<file path="src/rtl/fwd_pkg.sv">
// Shared types and encodings for the forwarding/hazard controller: operand-mux
// select codes, default register-address width and the pipeline stage record.
package fwd_pkg;

  localparam int REG_AW_DEF = 3;

  localparam logic [1:0] SEL_RF    = 2'b00;
  localparam logic [1:0] SEL_EXMEM = 2'b01;
  localparam logic [1:0] SEL_MEMWB = 2'b10;

  typedef struct packed {
    logic [REG_AW_DEF-1:0] rd;
    logic                  regwr;
    logic                  memrd;
  } stage_rec_t;

  localparam stage_rec_t BUBBLE = '{rd: '0, regwr: 1'b0, memrd: 1'b0};

  // A stage record produces a value this operand needs (r0 never counts).
  function automatic logic rd_hit(input logic [REG_AW_DEF-1:0] src,
                                  input logic use_src,
                                  input stage_rec_t rec);
    return use_src && (src != '0) && rec.regwr && (rec.rd == src);
  endfunction

  // Youngest producer wins: EX/MEM result before MEM/WB result.
  function automatic logic [1:0] fwd_sel(input logic [REG_AW_DEF-1:0] src,
                                         input logic use_src,
                                         input stage_rec_t ex,
                                         input stage_rec_t mem);
    if (rd_hit(src, use_src, ex))
      return SEL_EXMEM;
    else if (rd_hit(src, use_src, mem))
      return SEL_MEMWB;
    else
      return SEL_RF;
  endfunction

endpackage

</file>
<file path="src/rtl/fwd_stage_reg.sv">
// One pipeline stage record {rd, regwr, memrd}; 'bubble' loads a no-op record
// instead of the incoming one.
module fwd_stage_reg
  import fwd_pkg::*;
(
  input  logic       clk,
  input  logic       rst,
  input  logic       bubble,
  input  stage_rec_t d,
  output stage_rec_t q
);

  always_ff @(posedge clk or posedge rst) begin
    if (rst)
      q <= BUBBLE;
    else if (bubble)
      q <= BUBBLE;
    else
      q <= d;
  end

endmodule

</file>
<file path="src/rtl/fwd_ctrl.sv">
// Operand-forwarding and hazard-stall controller for a 5-stage pipeline.
// Define FWD_CTRL_FORWARDING_EN for forwarding; otherwise every RAW hazard stalls.
module fwd_ctrl
  import fwd_pkg::*;
#(
  parameter int REG_AW = REG_AW_DEF
) (
  input  logic              clk,
  input  logic              rst,
  input  logic [REG_AW-1:0] id_rs,
  input  logic [REG_AW-1:0] id_rt,
  input  logic              id_use_rs,
  input  logic              id_use_rt,
  input  logic [REG_AW-1:0] id_rd,
  input  logic              id_regwr,
  input  logic              id_memrd,
  input  logic              id_valid,
  output logic [1:0]        sel_a,
  output logic [1:0]        sel_b,
  output logic              stall,
  output logic [15:0]       stall_cnt
);

  stage_rec_t id_rec;
  stage_rec_t ex_p0;
  stage_rec_t mem_p1;
  stage_rec_t wb_p2;
  logic       unused_wb;

  assign id_rec = '{rd: id_rd, regwr: id_regwr & id_valid, memrd: id_memrd & id_valid};

  // ID -> EX boundary: a stall turns the EX entry into a bubble
  fwd_stage_reg u_ex (
    .clk    (clk),
    .rst    (rst),
    .bubble (stall),
    .d      (id_rec),
    .q      (ex_p0)
  );

  // EX -> MEM boundary
  fwd_stage_reg u_mem (
    .clk    (clk),
    .rst    (rst),
    .bubble (1'b0),
    .d      (ex_p0),
    .q      (mem_p1)
  );

  // MEM -> WB boundary; the register file is write-first, so WB never causes a hazard
  fwd_stage_reg u_wb (
    .clk    (clk),
    .rst    (rst),
    .bubble (1'b0),
    .d      (mem_p1),
    .q      (wb_p2)
  );

  assign unused_wb = ^wb_p2;

`ifdef FWD_CTRL_FORWARDING_EN
  logic ld_hit_rs;
  logic ld_hit_rt;

  // Only a load in EX cannot be forwarded in time; its result is ready from MEM/WB next cycle.
  assign ld_hit_rs = id_use_rs && (ex_p0.rd != '0) && (ex_p0.rd == id_rs);
  assign ld_hit_rt = id_use_rt && (ex_p0.rd != '0) && (ex_p0.rd == id_rt);
  assign stall     = ex_p0.memrd && (ld_hit_rs || ld_hit_rt);

  always_ff @(posedge clk or posedge rst) begin
    if (rst) begin
      sel_a <= SEL_RF;
      sel_b <= SEL_RF;
    end else if (stall) begin
      sel_a <= SEL_RF;
      sel_b <= SEL_RF;
    end else begin
      sel_a <= fwd_sel(id_rs, id_use_rs, ex_p0, mem_p1);
      sel_b <= fwd_sel(id_rt, id_use_rt, ex_p0, mem_p1);
    end
  end
`else
  assign stall = rd_hit(id_rs, id_use_rs, ex_p0)  || rd_hit(id_rt, id_use_rt, ex_p0) ||
                 rd_hit(id_rs, id_use_rs, mem_p1) || rd_hit(id_rt, id_use_rt, mem_p1);
  assign sel_a = SEL_RF;
  assign sel_b = SEL_RF;
`endif

  always_ff @(posedge clk or posedge rst) begin
    if (rst)
      stall_cnt <= 16'd0;
    else if (stall && (stall_cnt != 16'hFFFF))
      stall_cnt <= stall_cnt + 16'd1;
  end

endmodule

</file>
<file path="config.mk">
export PLATFORM = sky130hd
export DESIGN_NAME = fwd_ctrl
export DESIGN_NICKNAME = d
export VERILOG_FILES = /design/src/rtl/fwd_pkg.sv /design/src/rtl/fwd_stage_reg.sv /design/src/rtl/fwd_ctrl.sv
export SDC_FILE = /design/constraint.sdc
export NUM_CORES = 1
export LEC_CHECK = 0
export ABC_AREA = 1
export CORE_ASPECT_RATIO = 0.9
export CORE_MARGIN = 2
export CORE_UTILIZATION = 49
export CTS_CLUSTER_SIZE = 24
export DETAILED_ROUTE_END_ITERATION = 8
export GPL_ROUTABILITY_DRIVEN = 0
export PLACE_DENSITY = 0.76
export SYNTH_ARGS = -nofsm -noshare
export SYNTH_HDL_FRONTEND = slang
export SYNTH_SLANG_ARGS = --single-unit
export TNS_END_PERCENT = 100
</file>
<file path="constraint.sdc">
create_clock -name clk -period 1.66 [get_ports clk]
set_input_delay 0.332 -clock clk [delete_from_list [all_inputs] [get_ports clk]]
set_output_delay 0.332 -clock clk [all_outputs]
set_load 0.1 [all_outputs]
</file>
After elaboration in Yosys (flattened, before gate mapping)
Index checks and enable logic that the tools add are counted.
{ "op_classes": {"addsub": 1, "multipliers": 0, "div": 0, "order_cmp": 0, "n_eq_ne": 5, "shifts": 0, "mux": 1, "bitwise": 2, "n_reduce_logical": 16} }
{ "ops": {"columns": ["cell", "count"], "rows": [
  ["$add 16x1->16 const B", 1],
  ["$ne 16x16->1 const B", 1],
  ["$eq 3x3->1", 4],
  ["$logic_and 1x1->1", 11],
  ["$reduce_bool 3->1", 2],
  ["$mux 5", 1],
  ["$logic_or 1x1->1", 3],
  ["$and 1x1->1", 2]
]} }
{ "word_totals": {"regBits": 24, "latch_bits": 0, "ram_bits": 0, "romBits": 0, "in_bits": 16, "out_inout_bits": 21, "wordCells": 30, "mem_count": 0} }

Longest topological paths before layout
Gate-level depths: netlist of run 1.
{ "depth": {"word_depth": 8, "mapped_depth": 12, "mapped_depth_nobuf": 11} }

Modules after synthesis
A second synthesis of run 1 with hierarchy kept.
{ "hier_totals": {"cells_unflattened": 238, "hier_area_um2": 1639.1} }
{ "modules_own_cells": {"columns": ["module", "instances", "cells_per_inst", "area_per_inst_um2", "seq_area_each_um2"], "rows": [
  ["fwd_ctrl", 1, 206, 1306.3, 400.4],
  ["fwd_stage_reg", 2, 16, 166.4, 125.1]
]} }

Worst setup path before layout of run 1
OpenSTA, ideal clock, no wires.
{ "synth_timing": {"path_type": "reg-to-reg", "start": "register stall_cnt[0]", "end": "register stall_cnt[3]", "setup_time_ns": 0.123, "arrival_ns": 2.130, "required_time_ns": 1.537, "path_slack_ns": -0.593, "path_stages_with_launch": 8, "path_buffers": 1, "synth_period_minus_slack_ns": 2.253, "cell_sequence": "dfrtp_1 > ha_1 > nand3_2 > nor2_4 > nand4_4 > buf_2 > nand3_1 > nand2_1"} }
{ "synth_between": {"elab_chain_cells": 2, "elab_cells_between_ends": 3, "cone_classes": "add/sub: 1; eq/ne: 1; reduce/logical: 1"} }
{ "synth_rtl": {"columns": ["element", "line_no", "text"], "rows": [
  ["from (decl)", "fwd_ctrl.sv:21", "output logic [15:0] stall_cnt"],
  ["from (signal assigned)", "fwd_ctrl.sv:93", "stall_cnt <= stall_cnt + 16'd1;"],
  ["parallel branches: the longest is 2 deep, another holds $add 16x1->16", null, null]
]} }
Parallel ways; which one is timed is not known.
A chain may end at the register's enable or synchronous reset.

Final worst setup path of run 1
{ "layout_timing": {"start": "register u_ex.q[2] (netlist name)", "end": "output port stall"} }
{ "layout_between": {"elab_chain_cells": 5, "elab_cells_between_ends": 7, "cone_classes": "eq/ne: 2; reduce/logical: 5"} }
{ "layout_rtl": {"columns": ["element", "line_no", "text"], "rows": [
  ["from (decl)", "fwd_stage_reg.sv:10", "output stage_rec_t q"],
  ["from (signal assigned)", "fwd_stage_reg.sv:15", "q <= BUBBLE;"],
  ["from (signal assigned)", "fwd_stage_reg.sv:17", "q <= BUBBLE;"],
  ["from (signal assigned)", "fwd_stage_reg.sv:19", "q <= d;"],
  ["$eq 3x3->1", "fwd_pkg.sv:23", "return use_src && (src != '0) && rec.regwr && (rec.rd == src);"],
  ["$logic_and 1x1->1", "fwd_pkg.sv:23", null],
  ["$logic_or 1x1->1 (*) (2 in a row)", "fwd_ctrl.sv:83", "assign stall = rd_hit(id_rs, id_use_rs, ex_p0) || rd_hit(id_rt, id_use_rt, ex_p0) ||"],
  ["$logic_or 1x1->1 (*)", "fwd_ctrl.sv:84", "rd_hit(id_rs, id_use_rs, mem_p1) || rd_hit(id_rt, id_use_rt, mem_p1);"],
  ["to (decl)", "fwd_ctrl.sv:20", "output logic stall,"]
]} }
Mark *: on every way between the ends. The rest lies on a longest branch, timed or not.

==> results of run 1 <==
## area by class of cell
class                   count  area [sq um]  share of cell area
multi-input cells         165           850               0.364
repair buffers             52           651               0.279
flip-flops and latches     24           644               0.276
inverters                  27           101              0.0434
well taps                  42          52.6              0.0225
clock buffers               4          36.3              0.0155
## power by group
part | internal [W] | total [W] | switching, W
Combinational | 0.000307 | 0.000816 | 0.000509
Clock | 0.000134 | 0.000310 | 0.000176
Sequential | 0.000658 | 0.000726 | 0.0000679
## state kept, by name (all words and copies together) (netlist names)
register / count
stall_cnt: 16
u_ex.q: 4
u_mem.q: 4
## worst max-delay path: cells and delay by family, from the launching register on
family	cells	cell delay [ns]
buf+inv	1	0.17
flops	1	0.46
simple gates	7	0.53
## logic make-up after synthesis
family                     Yosys count  share of synthesized area
DFF                                 24                      0.387
other                                1                    0.00242
buffers and inverters               35                      0.102
and+or+nand+nor                    145                      0.416
adders and majority gates            1                    0.00806
xor gates and xnor gates            15                     0.0847
## what timing repair did
action | CTS | global route
setup endpoints to repair | 7 | 15
pin swaps | 1 | 1
buffers inserted | 1 | 1
gates cloned | 0 | 0
resized for setup | 8 | 6
## how the worst min path moves through the flow
stage	end	slack (ns)	cells after the start	startpoint
floorplan	stall_cnt[0]$_DFFE_PP0P_	0.35	1	rst
global placement	u_mem.q[1]$_DFF_PP0_	0.42	0	u_ex.q[1]$_DFF_PP0_
detailed placement	u_mem.q[1]$_DFF_PP0_	0.42	0	u_ex.q[1]$_DFF_PP0_
CTS	stall_cnt[2]$_DFFE_PP0P_	0.34	3	rst
global route	stall_cnt[6]$_DFFE_PP0P_	0.38	3	rst
finish	stall_cnt[6]$_DFFE_PP0P_	0.33	3	rst
## metrics by stage
stage                     instance area (sq um)  setup WS (ns)   util  cells
after floorplan                            1640        -0.0203      -    224
after global placement                     2270         -0.334  0.745    308
after detailed placement                   2270         -0.379  0.745    308
final                                      2330         -0.147  0.767    314
after global routing                       2330         -0.247  0.767    314
after CTS                                  2310         -0.147  0.759    313
## cell usage in the layout (no fill, tap or decap), drive strengths merged
master,instances
nor3,4
clkbuf,4
ha,1
nand3,26
nand2,89
conb,4
dlygate4sd2,6
clkdlybuf4s50,8
xor2,8
buf,38
nor2,24
xnor2,7
dfrtp,24
nand4,2
inv,27
## metal layers
metal,share of wire,vias to the layer above
li1,-,767
met1,0.46,701
met2,0.49,37
met3,0.036,4
met4,0.016,0
met5,0,-
==> results.py, run 1 <==
metrics = {
    "worst_setup_path": {
        "crit_path_max_incr_delay_ns": 0.46,
        "r2r_cells": 12,
        "required_ns": 1.33,
        "r2r_start": "u_ex.q[2]$_DFF_PP0_",
        "rrSetupSlack_ns": 0.12,
        "crit_type": "reg -> out",
        "crit_chain": "nand2_1 -> nand2_1 -> nor2_1 -> nand2_1 -> nor2_1 -> nor2_2 -> nand2_4 -> buf_12",
        "cp.arrival_ns": 1.47,
        "r2r-end": "stall_cnt[11]$_DFFE_PP0P_",
        "startpoint": "u_ex.q[2]$_DFF_PP0_",
        "cp_max_fo": 4,
        "start_kind": "flip-flop",
        "end_kind": "output pin",
        "cp_common_cell": "nand2_1",
        "crit_path_end": "stall",
        "slowest_stage": "dfrtp_2",
    },
    "drt": {
        "drt_iter0_drc": 45,
        "drc_errors": 0,
        "ant_nets": 0,
        "wl_mm": 3.71,
        "via_per_inst": 4.81,
        "dr_total_vias": 1509,
        "first_pass_iters": 4,
        "wl_per_cell_um": 11.8,
    },
    "timing": {
        "clock_skew_ns": 0.00622,
        "fin_crit_sh": 1.09,
        "setup_tns_ns": -0.147,
        "rsz0062_at_grt": "true",
        "setup_violations": 1,
        "worst_slack_ns": -0.147,
        "hold_violations": 0,
        "fmax_mhz": 554,
        "period_minus_slack_ns": 1.81,
        "drv_slew": 0,
        "whs_ns": 0.327,
    },
    "run": {
        "cap_violations": 0,
    },
    "global_routing": {
        "antenna_found_initial": 0,
        "top_usage_layer": "met2",
        "grt_max_degree": 25,
        "grt_pass1_wl_mm": 6.71,
        "grtUsageMet1": 0.328,
        "grt-ovfl-total": 0,
        "grt_pass1_vias": 1480,
        "grt_util_met3": 0.0237,
        "grt_usage": 0.235,
        "grt_use_met2": 0.384,
    },
    "synthesis": {
        "yosys-top-cells-area": "dfrtp_1, nand2_1, nand3_1",
        "synthFlopType": "dfrtp_1",
        "yosys_warnings": 0,
        "syn_inst": 221,
        "synth.distinct_cells": 22,
        "yosysSeqAreaShare": 0.387,
        "synth-edff-count": 0,
        "yosys.area.top_type": "dfrtp_1",
        "synth_commonest_cells": "nand2_1, nand3_1, dfrtp_1",
        "ys_ff_latch": 24,
        "synthArstFlopShare": 1.00,
        "syn_area_per_cell_sq_um": 7.02,
        "synth_top_cell_area_share": 0.387,
        "synthesis.area_sq_um": 1550,
        "synth_most_common_cell": "nand2_1",
    },
    "die": {
        "start_util": 0.510,
        "fp.dieH_um": 57.4,
        "die_x_um": 63.3,
        "dieArea_sq_um": 3630,
        "fp.coreArea_sq_um": 3040,
        "num_io_pins": 37,
        "rows": 19,
    },
    "run_status": {
        "violations": "negative setup slack",
        "status": "complete, but fails checks",
    },
    "power": {
        "power.total_w": 0.00185,
        "p_leak_nw": 1.16,
        "p_per_area_nw_per_um2": 793,
        "ir_worst_vdd_mv": 0.828,
    },
    "finish": {
        "num_antenna_cells": 0,
        "area_growth_pct": 50.5,
        "layout.nets": 290,
        "drive_above_1_share": 0.290,
        "n_fill_cell": 237,
    },
    "clocking": {
        "cts_tree": "yes",
        "clk_path_buf_depth": 2,
        "cts-root-buf": "clkbuf_4",
        "path_clk_slew_ns": 0.13,
        "holdBufCountCts": 0,
        "cts.sinks": 24,
        "cts_buffers": 3,
        "clk_latency_ns": 0.32,
        "htree_levels": 1,
    },
    "place": {
        "portBuffers": 31,
        "hpwl_mm": 2.81,
    },
    "worst_hold_path": {
        "hp-class": "in -> async",
    },
}
Note: power is estimated with default switching activity, not from simulation.
==> inputs of run 2 (changes only) <==
--- a/config.mk
+++ b/config.mk
@@ -6,6 +6,7 @@
 export NUM_CORES = 1
 export LEC_CHECK = 0
 export ABC_AREA = 1
+export CAP_MARGIN = 10
 export CORE_ASPECT_RATIO = 0.9
 export CORE_MARGIN = 2
 export CORE_UTILIZATION = 49
==> results of run 2 <==
Same layout as run 1: the final DEF is identical, and so are final timing and power.
